$ cat config.mk
export PLATFORM = sky130hd
export DESIGN_NAME = rect_plotter
export DESIGN_NICKNAME = d
export VERILOG_FILES = /design/src/rtl/gfx_pkg.sv /design/src/rtl/rect_scan_counter.sv /design/src/rtl/rect_plotter.sv
export SDC_FILE = /design/constraint.sdc
export NUM_CORES = 1
export LEC_CHECK = 0
export CAP_MARGIN = 20
export CORE_MARGIN = 2
export CORE_UTILIZATION = 47
export CTS_CLUSTER_SIZE = 14
export DETAILED_ROUTE_END_ITERATION = 6
export HOLD_SLACK_MARGIN = 0.1
export PLACE_DENSITY = 0.74
export SETUP_SLACK_MARGIN = 0.05
export SYNTH_ARGS = -nofsm -noshare
export SYNTH_HDL_FRONTEND = slang
export SYNTH_SLANG_ARGS = --single-unit
$ cat constraint.sdc
create_clock -name clk -period 10 [get_ports clk]
set_input_delay 2 -clock clk [delete_from_list [all_inputs] [get_ports clk]]
set_output_delay 2 -clock clk [all_outputs]
set_load 0.05 [all_outputs]
$ cat src/rtl/gfx_pkg.sv
// Shared graphics definitions for the VGA adapter path.
// Holds default coordinate/size widths, the visible screen extent,
// colour constants, rectangle draw modes and the rasteriser FSM encoding.
package gfx_pkg;

    localparam int X_W_DEF      = 12;
    localparam int Y_W_DEF      = 11;
    localparam int SZ_W_DEF     = 7;
    localparam int SCREEN_W_DEF = 160;
    localparam int SCREEN_H_DEF = 120;

    localparam logic [2:0] BLACK = 3'b000;
    localparam logic [2:0] RED   = 3'b100;
    localparam logic [2:0] WHITE = 3'b111;

    localparam logic MODE_FILL    = 1'b0;
    localparam logic MODE_OUTLINE = 1'b1;

    typedef enum logic [1:0] {
        ST_IDLE = 2'd0,
        ST_SCAN = 2'd1,
        ST_FIN  = 2'd2
    } rect_state_t;

endpackage

$ cat src/rtl/rect_scan_counter.sv
// Column/row walker for the rectangle rasteriser.
// Walks col 0..W-1 (inner) and row 0..H-1 (outer). In outline mode, interior
// rows jump straight from col 0 to col W-1 so skipped pixels take no cycles.
// Ports:
//   i_clk, i_reset      clock, synchronous active-high reset
//   i_load              restart at (0,0)
//   i_adv               step to the next pixel
//   i_outline           outline mode select
//   i_width, i_height   latched rectangle size
//   o_col, o_row        current pixel position within the rectangle
//   o_last              current position is the final pixel
module rect_scan_counter #(
    parameter int SZ_W = 7
) (
    input  logic            i_clk,
    input  logic            i_reset,
    input  logic            i_load,
    input  logic            i_adv,
    input  logic            i_outline,
    input  logic [SZ_W-1:0] i_width,
    input  logic [SZ_W-1:0] i_height,
    output logic [SZ_W-1:0] o_col,
    output logic [SZ_W-1:0] o_row,
    output logic            o_last
);

    logic [SZ_W-1:0] r_col;
    logic [SZ_W-1:0] r_row;
    logic [SZ_W-1:0] w_wm1;
    logic [SZ_W-1:0] w_hm1;
    logic            w_col_end;
    logic            w_interior;

    assign w_wm1      = i_width  - SZ_W'(1);
    assign w_hm1      = i_height - SZ_W'(1);
    assign w_col_end  = (r_col == w_wm1);
    assign w_interior = (r_row != '0) && (r_row != w_hm1);

    always_ff @(posedge i_clk) begin
        if (i_reset || i_load) begin
            r_col <= '0;
            r_row <= '0;
        end else if (i_adv) begin
            if (w_col_end) begin
                r_col <= '0;
                r_row <= r_row + SZ_W'(1);
            end else if (i_outline && w_interior && (r_col == '0)) begin
                // Left edge of an interior row: the next pixel is the right edge.
                r_col <= w_wm1;
            end else begin
                r_col <= r_col + SZ_W'(1);
            end
        end
    end

    assign o_col  = r_col;
    assign o_row  = r_row;
    assign o_last = w_col_end && (r_row == w_hm1);

endmodule

$ cat src/rtl/rect_plotter.sv
// Rectangle rasteriser: latches origin/size/colour/mode on an accepted start
// and emits one pixel per clock, row-major, with screen clipping.
// Ports:
//   clk, reset          clock, synchronous active-high reset
//   start, abort        begin (IDLE only) / terminate current rectangle
//   xpos, ypos          top-left corner
//   width, height       rectangle size
//   colourin, mode      pixel colour, FILL(0)/OUTLINE(1)
//   busy, done          handshake: busy while scanning, one-cycle done pulse
//   xout, yout          registered pixel coordinate
//   colourout, plot     registered pixel colour and write strobe
module rect_plotter
    import gfx_pkg::*;
#(
    parameter int X_W      = X_W_DEF,
    parameter int Y_W      = Y_W_DEF,
    parameter int SZ_W     = SZ_W_DEF,
    parameter int SCREEN_W = SCREEN_W_DEF,
    parameter int SCREEN_H = SCREEN_H_DEF
) (
    input  logic            clk,
    input  logic            reset,
    input  logic            start,
    input  logic            abort,
    input  logic [X_W-1:0]  xpos,
    input  logic [Y_W-1:0]  ypos,
    input  logic [SZ_W-1:0] width,
    input  logic [SZ_W-1:0] height,
    input  logic [2:0]      colourin,
    input  logic            mode,
    output logic            busy,
    output logic            done,
    output logic [X_W-1:0]  xout,
    output logic [Y_W-1:0]  yout,
    output logic [2:0]      colourout,
    output logic            plot
);

    localparam logic [X_W:0] SCR_W = (X_W+1)'(SCREEN_W);
    localparam logic [Y_W:0] SCR_H = (Y_W+1)'(SCREEN_H);

    rect_state_t     r_state;
    rect_state_t     w_next;

    logic [X_W-1:0]  r_x0;
    logic [Y_W-1:0]  r_y0;
    logic [SZ_W-1:0] r_w;
    logic [SZ_W-1:0] r_h;
    logic [2:0]      r_colour;
    logic            r_mode;
    // Set once every pixel has been put on the outputs (or at start for an
    // empty rectangle); SCAN then hands over to FIN on the following edge.
    logic            r_drained;

    logic [X_W-1:0]  r_xout;
    logic [Y_W-1:0]  r_yout;
    logic [2:0]      r_cout;
    logic            r_plot;

    logic            w_accept;
    logic            w_emit;
    logic [SZ_W-1:0] w_col;
    logic [SZ_W-1:0] w_row;
    logic            w_last;
    logic [X_W:0]    w_xsum;
    logic [Y_W:0]    w_ysum;
    logic            w_on_screen;

    assign w_accept = (r_state == ST_IDLE) && start && !abort;
    assign w_emit   = (r_state == ST_SCAN) && !abort && !r_drained;

    rect_scan_counter #(.SZ_W(SZ_W)) u_scan (
        .i_clk     (clk),
        .i_reset   (reset),
        .i_load    (w_accept),
        .i_adv     ((r_state == ST_SCAN) && !r_drained),
        .i_outline (r_mode == MODE_OUTLINE),
        .i_width   (r_w),
        .i_height  (r_h),
        .o_col     (w_col),
        .o_row     (w_row),
        .o_last    (w_last)
    );

    // One extra bit so an off-screen sum is clipped instead of wrapping.
    assign w_xsum      = {1'b0, r_x0} + (X_W+1)'(w_col);
    assign w_ysum      = {1'b0, r_y0} + (Y_W+1)'(w_row);
    assign w_on_screen = (w_xsum < SCR_W) && (w_ysum < SCR_H);

    // State register
    always_ff @(posedge clk) begin
        if (reset) r_state <= ST_IDLE;
        else       r_state <= w_next;
    end

    // Next-state logic
    always_comb begin
        w_next = r_state;
        unique case (r_state)
            ST_IDLE: if (w_accept) w_next = ST_SCAN;
            ST_SCAN: begin
                if (abort)          w_next = ST_IDLE;
                else if (r_drained) w_next = ST_FIN;
            end
            ST_FIN:  w_next = ST_IDLE;
            default: w_next = ST_IDLE;
        endcase
    end

    // Handshake outputs decoded from state
    always_comb begin
        busy = (r_state == ST_SCAN);
        done = (r_state == ST_FIN);
    end

    // Operand latches: only written on an accepted start
    always_ff @(posedge clk) begin
        if (w_accept) begin
            r_x0     <= xpos;
            r_y0     <= ypos;
            r_w      <= width;
            r_h      <= height;
            r_colour <= colourin;
            r_mode   <= mode;
        end
    end

    always_ff @(posedge clk) begin
        if (reset)
            r_drained <= 1'b0;
        else if (w_accept)
            r_drained <= (width == '0) || (height == '0);
        else if (w_emit && w_last)
            r_drained <= 1'b1;
    end

    // Pixel output registers; coordinates hold while plot is low
    always_ff @(posedge clk) begin
        if (reset) begin
            r_plot <= 1'b0;
            r_xout <= '0;
            r_yout <= '0;
            r_cout <= BLACK;
        end else if (w_emit) begin
            r_plot <= w_on_screen;
            if (w_on_screen) begin
                r_xout <= w_xsum[X_W-1:0];
                r_yout <= w_ysum[Y_W-1:0];
                r_cout <= r_colour;
            end
        end else begin
            r_plot <= 1'b0;
        end
    end

    assign plot      = r_plot;
    assign xout      = r_xout;
    assign yout      = r_yout;
    assign colourout = r_cout;

endmodule

=== After elaboration in Yosys (flattened, before gate mapping) ===
Cells that the tools add are included.

* Register bits: 85
* Input bits: 45

* $add $sub $neg: 6
* Eq/ne operators: 7
* Muxes and demuxes: 8
* Reductions and logical operators: 25
* $lt $le $gt $ge: 2
* Bitwise gates (word level): 1

{| class="wikitable"
|+ Operators by type and width
! cell !! number
|-
| 7-bit zero test || 3
|-
| 7-bit by 1-bit adder with 7-bit output, second input constant || 2
|-
| 7-bit == test || 2
|-
| 7-bit two-way mux || 2
|-
| 7-bit by 1-bit subtractor with 7-bit output, second input constant || 2
|-
| 12-bit by 7-bit adder with 13-bit output || 1
|-
| 13-bit by 8-bit < comparator with 1-bit output, second input constant || 1
|-
| 11-bit by 7-bit adder with 12-bit output || 1
|-
| 12-bit by 7-bit < comparator with 1-bit output, second input constant || 1
|-
| 1-bit logical AND || 11
|-
| 7-bit != test || 1
|-
| 7-bit nonzero test || 1
|-
| 2-bit two-way mux || 3
|-
| 2-bit AND reduction || 3
|-
| 2-bit case mux with 2 select lines || 1
|-
| 3-bit by 2-bit != test with 1-bit output, second input constant || 1
|-
| 2-bit by 1-bit == test with 1-bit output, second input constant || 1
|-
| 2-bit == test, second input constant || 1
|-
| 1-bit zero test || 2
|-
| 2-bit zero test || 1
|-
| 1-bit logical OR || 2
|-
| 1-bit two-way mux || 2
|-
| 2-bit by 1-bit != test with 1-bit output, second input constant || 1
|-
| 2-bit nonzero test || 1
|-
| 2 further kinds || 2
|}

=== Depth between registers and ports, before layout ===
Gate-level depths: netlist of run 1.

* Word-level depth: 7
* Gate-level depth with buffers: 12

=== Modules after synthesis ===
Synthesis of run 1 repeated with hierarchy kept, for this count alone.

* Cells, all modules: 456
* Area total of the unflattened synthesis: 4643.2 sq um

{| class="wikitable"
|+ By module, submodules not included
! module !! area each (sq um) !! cells each !! sequential area each (sq um) !! instances
|-
| rect_plotter || 3355.7 || 289 || 1831.8 || 1
|-
| rect_scan_counter || 1287.5 || 167 || 280.3 || 1
|}

=== Worst setup path before layout of run 1 ===
OpenSTA, ideal clock, no wires.

* Path kind: input to register
* Start point: input abort
* End point: register u_scan.r_col[5], in the netlist u_scan.o_col[5]
* Stages on the path: 5
* Arrival time: 7663 ps
* Buffers on the path: 0
* Path slack: 2218 ps
* Cell sequence: nor4b_1 -> nor2_1 -> nand2_1 -> nor2_1 -> a31o_2

* Longest elaborated chain between the ends: 3

{| class="wikitable"
|+ RTL lines
! element !! line !! RTL
|-
| from (decl) || rect_plotter.sv:24 || <nowiki>input logic abort,</nowiki>
|-
| 1-bit zero test || rect_plotter.sv:69 || <nowiki>assign w_accept = (r_state == ST_IDLE) && start && !abort;</nowiki>
|-
| 1-bit logical AND || rect_plotter.sv:69 ||
|-
| 1-bit logical OR || rect_scan_counter.sv:40 || <nowiki>if (i_reset || i_load) begin</nowiki>
|-
| to (signal assigned) || rect_scan_counter.sv:49 || <nowiki>r_col <= w_wm1;</nowiki>
|-
| to (signal assigned) || rect_scan_counter.sv:51 || <nowiki>r_col <= r_col + SZ_W'(1);</nowiki>
|-
| to (decl) || rect_scan_counter.sv:27 || <nowiki>logic [SZ_W-1:0] r_col;</nowiki>
|}

Every way passes these cells.
A chain may end at the register's enable or synchronous reset.

=== Worst setup path in the final report of run 1 ===
* Start point: input start
* End point: register u_scan.r_col[5], in the netlist u_scan.o_col[5]

* Longest elaborated chain between the ends: 3

{| class="wikitable"
|+ RTL lines
! element !! line !! RTL
|-
| from (decl) || rect_plotter.sv:23 || <nowiki>input logic start,</nowiki>
|-
| 1-bit logical AND (2 in series) || rect_plotter.sv:69 ||
|-
| via u_scan.i_load || rect_scan_counter.sv:17 || <nowiki>input logic i_load,</nowiki>
|-
| 1-bit logical OR || rect_scan_counter.sv:40 ||
|}

The timed path passes the listed nets, and every way through them passes these cells.

==> flow_summary.yaml, run 1 <==
clock_tree:
  ctsResizeCount: 0
  clkLatencyLatePin_ns: 0.36
  clock_sinks: 85
  path_clk_slew_ns: 0.08
  cts_tree: "built"
  numCtsBuffers: 9
  post_cts_buffers: 0
  cts.htree.levels: 3
  ctsHoldBuffers: 0
  cts-root-buf: "clkbuf_8"
  clock_path_buffers: 2
synthesis:
  syn_inst: 441
  yosysUniqueCellTypes: 68
  yosysSeqAreaShare: 0.464
  synth_warnings: 0
  netlist_area_um2: 4550
  syn_area_per_cell_um2: 10.3
  postSynth.asyncResetShare: 0
  syn_nets: 508
  ys.flop_type: "dfxtp_1"
  synth_edf_count: 41
  synth-seq-cells: 85
placement:
  hpwl_um: 7570
  port_buffers: 73
  gp_congestion: 0.950
worst_hold_path:
  min_path_cells: 2
  min_path_type: "reg2reg"
timing:
  tightest_slew_ns: 1.06
  maxSlewViolCount: 0
  rsz0062_at_grt: "no"
  setup_tns_ns: 0
  worst_clock_skew_ns: 0.0144
  finalHoldViolations: 0
  period_needed_ns: 4.27
  clock.fmax_mhz: 234
  period_share: 0.427
  max_slew_margin: 0.291
  setup_viol: 0
  whs_ns: 0.459
routing:
  ant_nets: 0
  routed_via_density: 5.54
  route.detailed.drc: 0
  vias: 3569
  drtIter0Drc: 155
  drt-total-wl_um: 10200
  wl_per_cell_um: 15.8
  drt_pre_antenna_iters: 4
grt:
  antenna_found_initial: 0
  grt_pass1_wl_um: 16500
  grt_max_degree: 38
  overflow: 0
  grt_use_total: 0.203
  first_global_vias: 3464
die:
  start_util: 0.488
  io_pins: 74
  die_w_um: 102
  dieArea_um2: 10500
  rows: 35
  die_h_um: 102
  placeableCoreArea_um2: 9330
layout:
  final_cell_mix: "clkdlybuf4s50_1, dfxtp_1, edfxtp_1, nand2_1, nor2_1"
  n_antenna_cell: 0
  layout_commonest_cell: "clkdlybuf4s50_1"
  drive_gt1_frac: 0.0951
  nets: 577
  areaGrowthSynthToFinish_pct: 22.8
worst_setup_path:
  max_stage_delay_ns: 0.87
  path_cells: "clkdlybuf4s50_1, nor4b_2, buf_4, nor2_1, nand2_1, nor2_1, a31o_2"
  worst-r2r-setup-slack_ns: 6.45
  critPathCaptureType: "flop"
  crit_fanout: 37
  crit_arrival_ns: 4.52
  critPathLaunchType: "primary input"
  worst_path_most_repeated_cell: "nor2_1"
  cp_slowest_cell: "nor4b_2"
  r2r_cells: 8
  cp.required_ns: 10.25
  worst-setup-path-type: "in2reg"
run:
  maxCapViolCount: 0
power:
  p_leak_nw: 2.09
  p_per_area_nw_per_um2: 124
  vdd_drop_max_uv: 61.4
run_status:
  status: "finished, final reports clean"
-- cells by family (layout without fill, tap and decap cells) --
kind of cell               Yosys count  count (layout)  share of synthesized area
xor gates and xnor gates            29              29                     0.0618
muxes                               22              22                     0.0549
and+or+nand+nor                    171             171                      0.201
DFF                                 85              85                      0.464
adders and majority gates           22              22                     0.0637
AOI/OAI and AO/OA                   74              74                      0.118
buffers and inverters               38             112                     0.0371
-- stage by stage --
stage               power [mW]  area, µm²  worst slack, ns  std cells  utilization
detailed placement       0.448       5380             5.33        628        0.577
global route             0.721       5590             5.61        644        0.600
global placement         0.447       5380             5.49        628        0.577
CTS                      0.699       5590             5.73        644        0.600
floorplan                0.420       4550             2.22        441            -
finish                   0.692       5590             5.73        644        0.600
-- where the power goes --
part	internal, mW	total [mW]	switching (mW)
clock	0.128	0.251	0.123
sequential	0.374	0.381	0.00658
combinational	0.0305	0.0601	0.0296
-- layout make-up --
cell class | instances | area [µm²]
multi-input cells | 318 | 2280
inverters | 21 | 78.8
clock buffers | 13 | 191
well taps | 129 | 161
repair buffers | 75 | 746
flip-flops and latches | 85 | 2110
clock inverters | 3 | 25.0
fillers | 786 | 3730
-- metal layers --
layer	wire, µm	global-route usage	vias to the layer above
met5	0	0	-
met1	4390	0.258	1673
met2	5010	0.340	116
met4	259	0.0718	0
met3	497	0.0472	22
li1	-	-	1758
-- state kept, by name, summed over array words and instances (netlist names), 2 cells and up --
| signal | count |
|---|---|
| u_scan.o_row | 7 |
| xout | 12 |
| u_scan.o_col | 7 |
| r_x0 | 12 |
| colourout | 3 |
| r_y0 | 11 |
| r_h | 7 |
| yout | 11 |
| r_w | 7 |
| r_state | 2 |
| r_colour | 3 |
-- critical path: cells and delay by family --
| kind | cells | cell delay [ns] |
|---|---|---|
| AO/OA/AOI/OAI | 1 | 0.22 |
| buffers and inverters | 2 | 1.08 |
| AND/OR/NAND/NOR | 4 | 1.21 |
-- cell usage after synthesis (3+ instances only) --
library cell	number	area share
or2_2	4	0.0055
and3_1	11	0.015
dfxtp_1	44	0.19
clkbuf_1	12	0.0099
and2_1	3	0.0041
o21ai_0	6	0.0066
a21oi_1	12	0.013
a21o_1	4	0.0066
inv_1	21	0.017
mux2_2	8	0.020
xor2_1	8	0.015
mux2_4	4	0.013
ha_1	20	0.055
mux2i_1	10	0.022
edfxtp_1	41	0.27
nor2b_1	20	0.027
o21a_1	4	0.0066
a31oi_1	7	0.0096
nand4_1	4	0.0055
nand3_1	14	0.015
xnor2_1	19	0.037
nand2_1	35	0.029
nor4_1	6	0.0082
o22ai_1	9	0.012
nor2_1	31	0.026
nand2b_1	4	0.0055
o211ai_1	3	0.0049
nor3_1	19	0.021
o41ai_1	4	0.0077
nor3b_1	4	0.0066
-- final timing paths --
check	start	end
worst max-delay path	start	u_scan.o_col[5]
worst min-delay path	colourout[0]	colourout[0]
worst max register to register	u_scan.o_col[4]	yout[4]
worst min register to register	colourout[0]	colourout[0]
Note: power is estimated with default switching activity, not from simulation.
==> run 2, diff against run 1 <==
--- a/config.mk
+++ b/config.mk
@@ -11,7 +11,7 @@
 export CTS_CLUSTER_SIZE = 14
 export DETAILED_ROUTE_END_ITERATION = 6
 export HOLD_SLACK_MARGIN = 0.1
-export PLACE_DENSITY = 0.74
+export PLACE_DENSITY = 0.76
 export SETUP_SLACK_MARGIN = 0.05
 export SYNTH_ARGS = -nofsm -noshare
 export SYNTH_HDL_FRONTEND = slang
==> constraint.sdc (replaced) <==
create_clock -name clk -period 3.64 [get_ports clk]
set_input_delay 0.728 -clock clk [delete_from_list [all_inputs] [get_ports clk]]
set_output_delay 0.728 -clock clk [all_outputs]
set_load 0.05 [all_outputs]
==> flow_summary.yaml, run 2 (same netlist as run 1, synthesis figures left out) <==
worst_setup_path:
  cp.required_ns: 3.89
  crit_fanout: 14
  worst-r2r-setup-slack_ns: 0.45
  cpLargestDelayFamily: "simple AND/OR/NAND/NOR gates"
  cp_slowest_cell: "dfxtp_1"
  path_depth: 8
  path_buf_inv: 0
  worst-setup-path-type: "reg2reg"
  critPathCaptureType: "flop"
  max_stage_delay_ns: 0.51
  critPathLaunchType: "flop"
  r2r_cells: 8
  path_cells: "ha_1, nor2b_4, o2111a_1, or4_4, a31o_1, a211oi_2, nand3_1, mux2_2"
  crit_arrival_ns: 3.44
clock_tree:
  clock_path_buffers: 2
  numCtsBuffers: 9
  ctsHoldBuffers: 0
  path_clk_slew_ns: 0.09
  cts_tree: "built"
  clock_sinks: 85
  post_cts_buffers: 0
  ctsResizeCount: 0
  clkLatencyLatePin_ns: 0.36
  cts-root-buf: "clkbuf_8"
  cts.htree.levels: 3
placement:
  gp_congestion: 0.859
  post-place-ws_ns: 0.485
  port_buffers: 73
  placed_area_um2: 5420
  hpwl_um: 7470
die:
  placeableCoreArea_um2: 9330
  die_w_um: 102
  dieArea_um2: 10500
  io_pins: 74
  die_h_um: 102
  start_util: 0.488
  rows: 35
timing:
  period_needed_ns: 3.19
  period_share: 0.875
  maxSlewViolCount: 0
  tightest_slew_ns: 0.643
  clock.fmax_mhz: 314
  rsz0062_at_grt: "no"
  setup_ws_ns: 0.454
  worst_clock_skew_ns: 0.00721
  max_slew_margin: 0.571
  setup_tns_ns: 0
  whs_ns: 0.464
  setup_viol: 0
  finalHoldViolations: 0
layout:
  final_cell_mix: "clkdlybuf4s50_1, dfxtp_1, edfxtp_1, nand2_1, nor2_1"
  stdcell_area_um2: 5640
  nets: 581
  areaGrowthSynthToFinish_pct: 23.8
  layout_commonest_cell: "clkdlybuf4s50_1"
  drive_gt1_frac: 0.104
  n_antenna_cell: 0
  final_core_util: 0.604
routing:
  vias: 3531
  route.detailed.drc: 0
  drtIter0Drc: 171
  drt-total-wl_um: 9850
  ant_nets: 0
  drt_pre_antenna_iters: 4
  routed_via_density: 5.45
  wl_per_cell_um: 15.2
grt:
  overflow: 0
  grt_pass1_wl_um: 15800
  first_global_vias: 3389
  antenna_found_initial: 0
  grt_max_degree: 28
  grt_use_total: 0.194
worst_hold_path:
  min_path_type: "reg2reg"
  min_path_cells: 2
power:
  vdd_drop_max_uv: 211
  p_per_area_nw_per_um2: 340
  p_leak_nw: 2.11
run:
  maxCapViolCount: 0
run_status:
  status: "finished, final reports clean"
run 2: cell count changes in the layout (fill, tap and decap cells not counted):
cell	previous run	this run
nor4b_2	1	0
nor4b_4	0	1
inv_6	0	1
buf_4	2	6
clkbuf_1	1	0
run 2: worst register-to-register path, cell delays in order, from the launching register on:
cell	delay (ns)
dfxtp_1	0.51
ha_1	0.34
nor2b_4	0.16
o2111a_1	0.26
or4_4	0.50
a31o_1	0.24
a211oi_2	0.24
nand3_1	0.42
mux2_2	0.42
run 2: metal layers:
layer,track usage,vias up,share of wire
met3,0.0527,8,0.053
met1,0.251,1675,0.44
met2,0.321,90,0.49
li1,-,1758,-
met4,0.0554,0,0.012
met5,0,-,0
run 2: final timing paths:
| path | start | end |
|---|---|---|
| hold / removal | colourout[2] | colourout[2] |
| setup / recovery | u_scan.o_col[2] | xout[4] |
| setup reg to reg | u_scan.o_col[2] | xout[4] |
| hold reg to reg | colourout[2] | colourout[2] |
run 2: power breakdown:
part / switching (mW) / total (mW) / internal, mW
Sequential: 0.0177 / 1.05 / 1.03
Clock: 0.350 / 0.705 / 0.355
Combinational: 0.0821 / 0.168 / 0.0859
Total: 0.450 / 1.92 / 1.47
run 2: cell type report:
| class | instances | area (µm²) |
|---|---|---|
| timing repair buffer | 79 | 776 |
| clock buffer | 12 | 188 |
| sequential | 85 | 2110 |
| inverter | 21 | 78.8 |
| clock inverter | 4 | 33.8 |
| multi-input combinational | 318 | 2290 |
| fill | 787 | 3690 |
| tap | 129 | 161 |
run 2: stage by stage:
step / cells / power (mW)
floorplan: 441 / 1.15
global placement: 632 / 1.23
detailed placement: 632 / 1.23
CTS: 648 / 1.93
global route: 648 / 1.99
finish: 648 / 1.92
==> run 3, diff against run 2 <==
--- a/config.mk
+++ b/config.mk
@@ -8,7 +8,7 @@
 export CAP_MARGIN = 20
 export CORE_MARGIN = 2
 export CORE_UTILIZATION = 47
-export CTS_CLUSTER_SIZE = 14
+export CTS_CLUSTER_SIZE = 40
 export DETAILED_ROUTE_END_ITERATION = 6
 export HOLD_SLACK_MARGIN = 0.1
 export PLACE_DENSITY = 0.76
==> results of run 3 <==
Same layout as run 2: the final DEF is identical, and so are final timing and power.
